### src/rtl/fetch_unit.sv
// Instruction-fetch stage: PC owner, single-outstanding imem requests, IF/ID slot + 1-entry skid.
// Optional FETCH_MISALIGN_TRAP_EN: misaligned redirect targets raise if_misalign instead of fetching.
module fetch_unit #(
    parameter int              XLEN     = 32,
    parameter logic [XLEN-1:0] RESET_PC = '0
) (
    input  logic            clk,
    input  logic            rst,
    input  logic            stall,
    input  logic            redirect,
    input  logic [XLEN-1:0] redirect_pc,
    output logic            imem_req,
    output logic [XLEN-1:0] imem_addr,
    input  logic            imem_gnt,
    input  logic            imem_rvalid,
    input  logic [31:0]     imem_rdata,
`ifdef FETCH_MISALIGN_TRAP_EN
    output logic            if_misalign,
`endif
    output logic            if_valid,
    output logic [XLEN-1:0] if_pc,
    output logic [XLEN-1:0] if_pc_plus4,
    output logic [31:0]     if_instr
);

    typedef enum logic [1:0] {
        S_REQ,
        S_WAIT,
        S_DROP
    } state_t;

    localparam logic [31:0]     NOP  = 32'h0000_0013;
    localparam logic [XLEN-1:0] FOUR = XLEN'(4);

    state_t          r_state;
    logic [XLEN-1:0] r_pc;
    logic            r_if_valid;
    logic [XLEN-1:0] r_if_pc;
    logic [XLEN-1:0] r_if_pc4;
    logic [31:0]     r_if_instr;
    logic            r_skid_v;
    logic [XLEN-1:0] r_skid_pc;
    logic [31:0]     r_skid_instr;

    logic [XLEN-1:0] w_rpc;
    logic            w_bad;
    logic            w_park;
    logic            w_req;
    logic            w_capture;

`ifdef FETCH_MISALIGN_TRAP_EN
    logic r_park;
    logic r_misalign;

    assign w_rpc  = redirect_pc;
    assign w_bad  = |redirect_pc[1:0];
    assign w_park = r_park;

    // Park the FSM after a misaligned redirect; any later redirect decides again
    always_ff @(posedge clk or negedge rst) begin
        if (!rst) begin
            r_park     <= 1'b0;
            r_misalign <= 1'b0;
        end else if (redirect) begin
            r_park     <= w_bad;
            r_misalign <= w_bad;
        end
    end

    assign if_misalign = r_misalign;
`else
    assign w_rpc  = redirect_pc & ~XLEN'(3);
    assign w_bad  = 1'b0;
    assign w_park = 1'b0;
`endif

    // Request only when idle, skid free, not flushing, and out of reset
    assign w_req = rst & (r_state == S_REQ) & ~r_skid_v
                 & ~redirect & ~w_park;
    assign w_capture = (r_state == S_WAIT) & imem_rvalid & ~redirect;

    assign imem_req  = w_req;
    assign imem_addr = r_pc;

    // Fetch FSM: one request in flight, stale responses dropped after redirect
    always_ff @(posedge clk or negedge rst) begin
        if (!rst) begin
            r_state <= S_REQ;
            r_pc    <= RESET_PC;
        end else begin
            unique case (r_state)
                S_REQ: begin
                    if (redirect)
                        r_pc <= w_rpc;
                    else if (w_req && imem_gnt)
                        r_state <= S_WAIT;
                end
                S_WAIT: begin
                    if (imem_rvalid) begin
                        r_state <= S_REQ;
                        r_pc    <= redirect ? w_rpc : r_pc + FOUR;
                    end else if (redirect) begin
                        r_state <= S_DROP;
                        r_pc    <= w_rpc;
                    end
                end
                S_DROP: begin
                    if (redirect)
                        r_pc <= w_rpc;
                    if (imem_rvalid)
                        r_state <= S_REQ;
                end
                default: r_state <= S_REQ;
            endcase
        end
    end

    // Output slot and skid: flush first, then drain skid, then capture, else retire
    always_ff @(posedge clk or negedge rst) begin
        if (!rst) begin
            r_if_valid   <= 1'b0;
            r_if_pc      <= '0;
            r_if_pc4     <= '0;
            r_if_instr   <= '0;
            r_skid_v     <= 1'b0;
            r_skid_pc    <= '0;
            r_skid_instr <= '0;
        end else if (redirect) begin
            r_if_valid <= w_bad;
            r_skid_v   <= 1'b0;
            if (w_bad) begin
                r_if_pc    <= redirect_pc;
                r_if_pc4   <= redirect_pc + FOUR;
                r_if_instr <= NOP;
            end
        end else if (!stall && r_skid_v) begin
            r_if_valid <= 1'b1;
            r_if_pc    <= r_skid_pc;
            r_if_pc4   <= r_skid_pc + FOUR;
            r_if_instr <= r_skid_instr;
            r_skid_v   <= 1'b0;
        end else if (w_capture) begin
            if (!r_if_valid || !stall) begin
                r_if_valid <= 1'b1;
                r_if_pc    <= r_pc;
                r_if_pc4   <= r_pc + FOUR;
                r_if_instr <= imem_rdata;
            end else begin
                r_skid_v     <= 1'b1;
                r_skid_pc    <= r_pc;
                r_skid_instr <= imem_rdata;
            end
        end else if (!stall) begin
            r_if_valid <= 1'b0;
        end
    end

    assign if_valid    = r_if_valid;
    assign if_pc       = r_if_pc;
    assign if_pc_plus4 = r_if_pc4;
    assign if_instr    = r_if_instr;

endmodule
### config.mk
export PLATFORM = sky130hd
export DESIGN_NAME = fetch_unit
export DESIGN_NICKNAME = d
export VERILOG_FILES = /design/src/rtl/fetch_unit.sv
export SDC_FILE = /design/constraint.sdc
export NUM_CORES = 1
export LEC_CHECK = 0
export BUFFER_PORTS_ARGS = -buffer_cell sky130_fd_sc_hd__buf_2
export CORE_ASPECT_RATIO = 1.4
export CORE_MARGIN = 4
export CORE_UTILIZATION = 55
export DETAILED_ROUTE_END_ITERATION = 16
export GPL_ROUTABILITY_DRIVEN = 0
export PLACE_DENSITY = 0.83
export SLEW_MARGIN = 20
export SYNTH_ARGS = -nofsm -noshare
export SYNTH_HDL_FRONTEND = slang
export SYNTH_SLANG_ARGS = --single-unit
### constraint.sdc
create_clock -name clk -period 2.95 [get_ports clk]
set_input_delay 0 -clock clk [delete_from_list [all_inputs] [get_ports clk]]
set_output_delay 0 -clock clk [all_outputs]
set_load 0.01 [all_outputs]
Word-level counts from Yosys, hierarchy flattened. Index checks and enable logic that the tools add are counted.

Add/subtract/negate cells: 2. Equality and inequality tests: 9. Multiplexer cells: 28. Bitwise logic cells: 9. Reductions and logical operators: 16.

Operator list (count): 2-to-1 mux 32 bit (12); adder 32 x 3 -> 32 bit (second input constant) (2); one-hot mux 32 bit (2 select lines) (1); 2-to-1 mux 2 bit (5); 2-to-1 mux 1 bit (9); AND reduction 4 bit (2); inequality test 3 bit (second input constant) (2); one-hot mux 2 bit (3 select lines) (1); nonzero test 2 bit (3); AND 1 bit (5); inequality test 2 bit (second input constant) (2); inequality test 4 x 1 -> 1 bit (second input constant) (1); inequality test 4 x 2 -> 1 bit (second input constant) (1); inverter 1 bit (4); AND reduction 2 bit (2); AND reduction 3 bit (1); nonzero test 3 bit (1); equality test 2 x 1 -> 1 bit (second input constant) (1); equality test 2 bit (second input constant) (1); logical AND 1 bit (2); zero test 1 bit (2); zero test 2 bit (1); inequality test 2 x 1 -> 1 bit (second input constant) (1); OR reduction 2 bit (1); logical OR 1 bit (1).

Bits in registers: 196. Input port bits: 70. Logic and storage cells: 73.

Logic depth before layout (Yosys ltp).
Depth after elaboration: 8. Mapped depth: 10.

Worst setup path after synthesis. Ideal clock, no wire load.

Path type: register to register. Start: reg r_pc[2] (netlist: imem_addr[2]). End: reg r_if_pc4[22] (netlist: if_pc_plus4[22]). Setup time: 95 ps. Data arrival time: 2226 ps. Required time: 2855 ps. Slack: 629 ps. Cell stages (with the launch flop): 7. Clock period less this slack: 2321 ps. Path through: dfrtp_1 ha_1 nand4_2 or4_1 or3_1 and3_1 o31ai_1.

Word-level cells in the longest chain between the ends: 4.

Ends and longest elaborated chain: start, declared (line 36) `logic [XLEN-1:0] r_pc;`; start signal, assigned (line 94) `r_pc <= w_rpc;`; start signal, assigned (line 101) `r_pc <= redirect ? w_rpc : r_pc + FOUR;`; start signal, assigned (line 104) `r_pc <= w_rpc;`; adder 32 x 3 -> 32 bit (line 146) `r_if_pc4 <= r_pc + FOUR;`; 2-to-1 mux 32 bit (line 143) `if (!r_if_valid || !stall) begin`; 2-to-1 mux 32 bit (line 142) `end else if (w_capture) begin`; 2-to-1 mux 32 bit (line 136) `end else if (!stall && r_skid_v) begin`; end signal, assigned (line 133) `r_if_pc4 <= redirect_pc + FOUR;`; end signal, assigned (line 139) `r_if_pc4 <= r_skid_pc + FOUR;`; end signal, assigned (line 146); end, declared (line 39) `logic [XLEN-1:0] r_if_pc4;`.

Every way passes these cells. The select of a mux whose other input is x is not followed. A chain may end at the register's enable or synchronous reset.

Worst setup path in the final report. Ends and elaborated chain as after synthesis.

==> summary.txt <==
Synth
  • Mean Syn Cell Area: between 9 and 10 um2
  • Synth Flop Type: dfrtp_1
  • Count leader, synth: dfrtp_1
  • Syn Nets: approximately 1100
  • Top cells by area, synth: dfrtp_1 (49%), mux2_2 (7.3%), nand2_1 (7.2%)
  • Synth warnings: 0
  • Post-synth top area share: 49.3%
  • Post-synth cell types: 64
  • Syn Inst Count: around 1100
  • Top post-synthesis cells by count: dfrtp_1 (194), nand2_1 (190), nor2_1 (88)
  • Cell Area, Synth: approximately 9900 um2
  • Seq/Total Area, Yosys: 49.3%
  • Synth area leader: dfrtp_1
  • Seq cells post-synth: between 150 and 200
  • Post-synthesis async set-or-reset flop share: 100%
  • EDFF count, synth: 0

Setup path
  • CP Launch Type: register
  • R2r setup slk: 0.25 ns
  • Crit path DAT: around 3.0 ns
  • Reg-to-reg endpoint: if_pc_plus4[22]
  • Setup Crit Path Kind: reg -> reg
  • CP required: 3.29 ns
  • CP Capture Type: register
  • CP top delay family: simple AND/OR/NAND/NOR gates
  • CP peak stage delay: roughly 0.70 ns
  • Worst R2R Path Depth: 6
  • CP max-delay cell: or4_1
  • Maximum fanout along the worst path: 8
  • R2r startpoint: imem_addr[2]
  • Crit path buf inv count: 0
  • Crit path cell chain: ha_1 > nand4_2 > or4_1 > or3_1 > and3_1 > o31ai_1

Global routing
  • Initial antenna violation count: 0
  • Total gr overflow: 0
  • Largest net degree at the start of global routing: roughly 110
  • Wire length of the first global-routing pass: between 40000 and 50000 um
  • Total track usage: 28.8%
  • Vias in the first global route: 8751

Final layout
  • Layout area overhead: 25.7%
  • Post-route cell area: 12400 um2
  • Nets@finish: 1359
  • ANT cells: 0
  • Fraction of layout instances using a drive strength above 1: 26.3%
  • Final Core Density: approximately 71%
  • Non-Filler Instances: about 1500

Clock tree
  • TritonCTS Buffers: 17
  • CTS Buffer Depth: 2
  • CTS Hold Bufs: 67
  • Clock Tree Root: clkbuf_16
  • Clock latency at the later pin of the worst-skew pair: between 0.4 and 0.5 ns
  • Post-CTS resize count: 0
  • H-tree Lvls: 4
  • Clock Sinks: ~190
  • Post-CTS setup buffers: 0
  • Reg clk slew, reported paths: around 0.080 ns
  • CTS tree: built

STA
  • Final hold vios: 0
  • Pin slew with the least headroom to its limit: approximately 0.9 ns
  • Final worst slack: about 0.25 ns
  • Final slew viol count: 0
  • Hold_ws: around 0.021 ns
  • Highest clock rate: between 0.3 and 0.4 GHz
  • Slew Limit Headroom: 39.7%
  • Setup-failing EPs final: 0
  • Final setup TNS: 0 ns
  • Clock skew: 0.0127 ns
  • RSZ-0062 raised after global routing: false
  • Period utilization: 91.5%
  • Tmin final: between 2 and 3 ns

Outcome
  • Status: completed

Die
  • Chip Width: 121 um
  • Row count: 57
  • Starting Density: approximately 56%
  • Chip height: between 150 and 200 um
  • Total core area: ~17000 um2
  • Die footprint: ~20000 um2
  • Io pins: 200

Placement
  • Detailed placement HPWL: about 20000 um
  • Setup WS pre-CTS: between 0.3 and 0.4 ns
  • Post-DP Area: roughly 11000 um2
  • Port-buffer cells: just under 200
  • Inst Count DP: roughly 1400

Worst hold path
  • Hold crit path type: in -> reg
  • Hold_sp: redirect
  • Hold-critical path depth: 3
  • Hold EP: imem_addr[3]

Routing
  • Starting DRT DRC Count: 1036
  • Residual DRC: 0
  • Post-Route WL: 29200 um
  • DR vias: 9217
  • Vias per Instance: approximately 6
  • Drt pass-1 iters: 6
  • Final ANT Viol Nets: 0
  • DR WL/cell: ~19 um

Pwr
  • Leakage: 5.62 nW
  • Sw frac: about a third
  • Combinational share of power: around 24%
  • Final Power: ~8 mW
  • Sequential power share: ~45%
  • Power per Cell Area: about 650 nW/um2
  • Internal power: approximately 5.5 mW
  • Psw: ~2.6 mW
  • Clock power frac: 31.0%
  • Max rail drop VDD: approximately 0.31 mV

Job
  • Max-Cap Viols: 0
## routing by layer
layer	vias to the layer above	wire length (um)	global-route usage (%)
li1	4252	-	-
met1	4409	11500	38.0
met2	471	14400	46.7
met3	85	2160	4.80
met4	0	1170	12.8
met5	-	0	0
## worst register-to-register path, stage by stage (launching register included)
cell and delay, ns:
dfrtp_1 0.50, ha_1 0.33, nand4_2 0.24, or4_1 0.71, or3_1 0.36, and3_1 0.19, o31ai_1 0.26
## how the worst max path moves through the flow
stage                      start               to  slack (ns)  depth (start not counted)
floorplan           imem_addr[2]  if_pc_plus4[22]        0.63                          6
global placement    imem_addr[2]  if_pc_plus4[22]        0.45                          6
detailed placement  imem_addr[2]  if_pc_plus4[22]        0.35                          6
CTS                 imem_addr[2]  if_pc_plus4[22]        0.29                          6
global route        imem_addr[2]  if_pc_plus4[22]        0.09                          6
finish              imem_addr[2]  if_pc_plus4[22]        0.25                          6
## final cells by class
type | instances | area (um2)
sequential | 194 | 4850
clock inverter | 14 | 201
clock buffer | 18 | 429
multi-input combinational | 762 | 4590
tap | 236 | 295
inverter | 16 | 60.1
timing repair buffer | 296 | 1960
fill | 1251 | 5080
## cells by family after synthesis
kind of cell | share of synthesized area, %
buf+inv | 4.39
simple gates | 20.5
mux | 7.82
fa+ha+maj | 0.254
flops | 49.3
compound gates | 15.0
xor+xnor | 2.76
## power groups by stage
stage	sequential [mW]	combinational, mW	clock [mW]
global route	3.68	2.15	2.64
finish	3.62	1.96	2.51
CTS	3.61	1.97	2.52
detailed placement	3.66	1.89	0
global placement	3.63	1.85	0
floorplan	3.80	0.772	0
## registers in the layout, indices dropped and copies added, names as in the netlist
| register | cells |
|---|---|
| if_instr | 32 |
| if_pc | 32 |
| imem_addr | 32 |
| r_skid_instr | 32 |
| r_skid_pc | 32 |
| if_pc_plus4 | 30 |
| r_state | 2 |
| if_valid | 1 |
| r_skid_v | 1 |
## layout by cell type (no fill, tap or decap), types with 18 or more instances in the layout
master	netlist	routed
a21oi_1	40	40
a31oi_1	69	69
buf_2	17	196
buf_4	2	28
dfrtp_1	194	194
dlygate4sd3_1	0	67
mux2_2	64	64
nand2_1	190	190
nand3_1	20	20
nand4_1	18	18
nor2_1	88	88
nor3_1	25	25
nor4_1	20	20
o21ai_0	40	40
o22ai_1	19	18
Power figures use the tool's default switching activity.
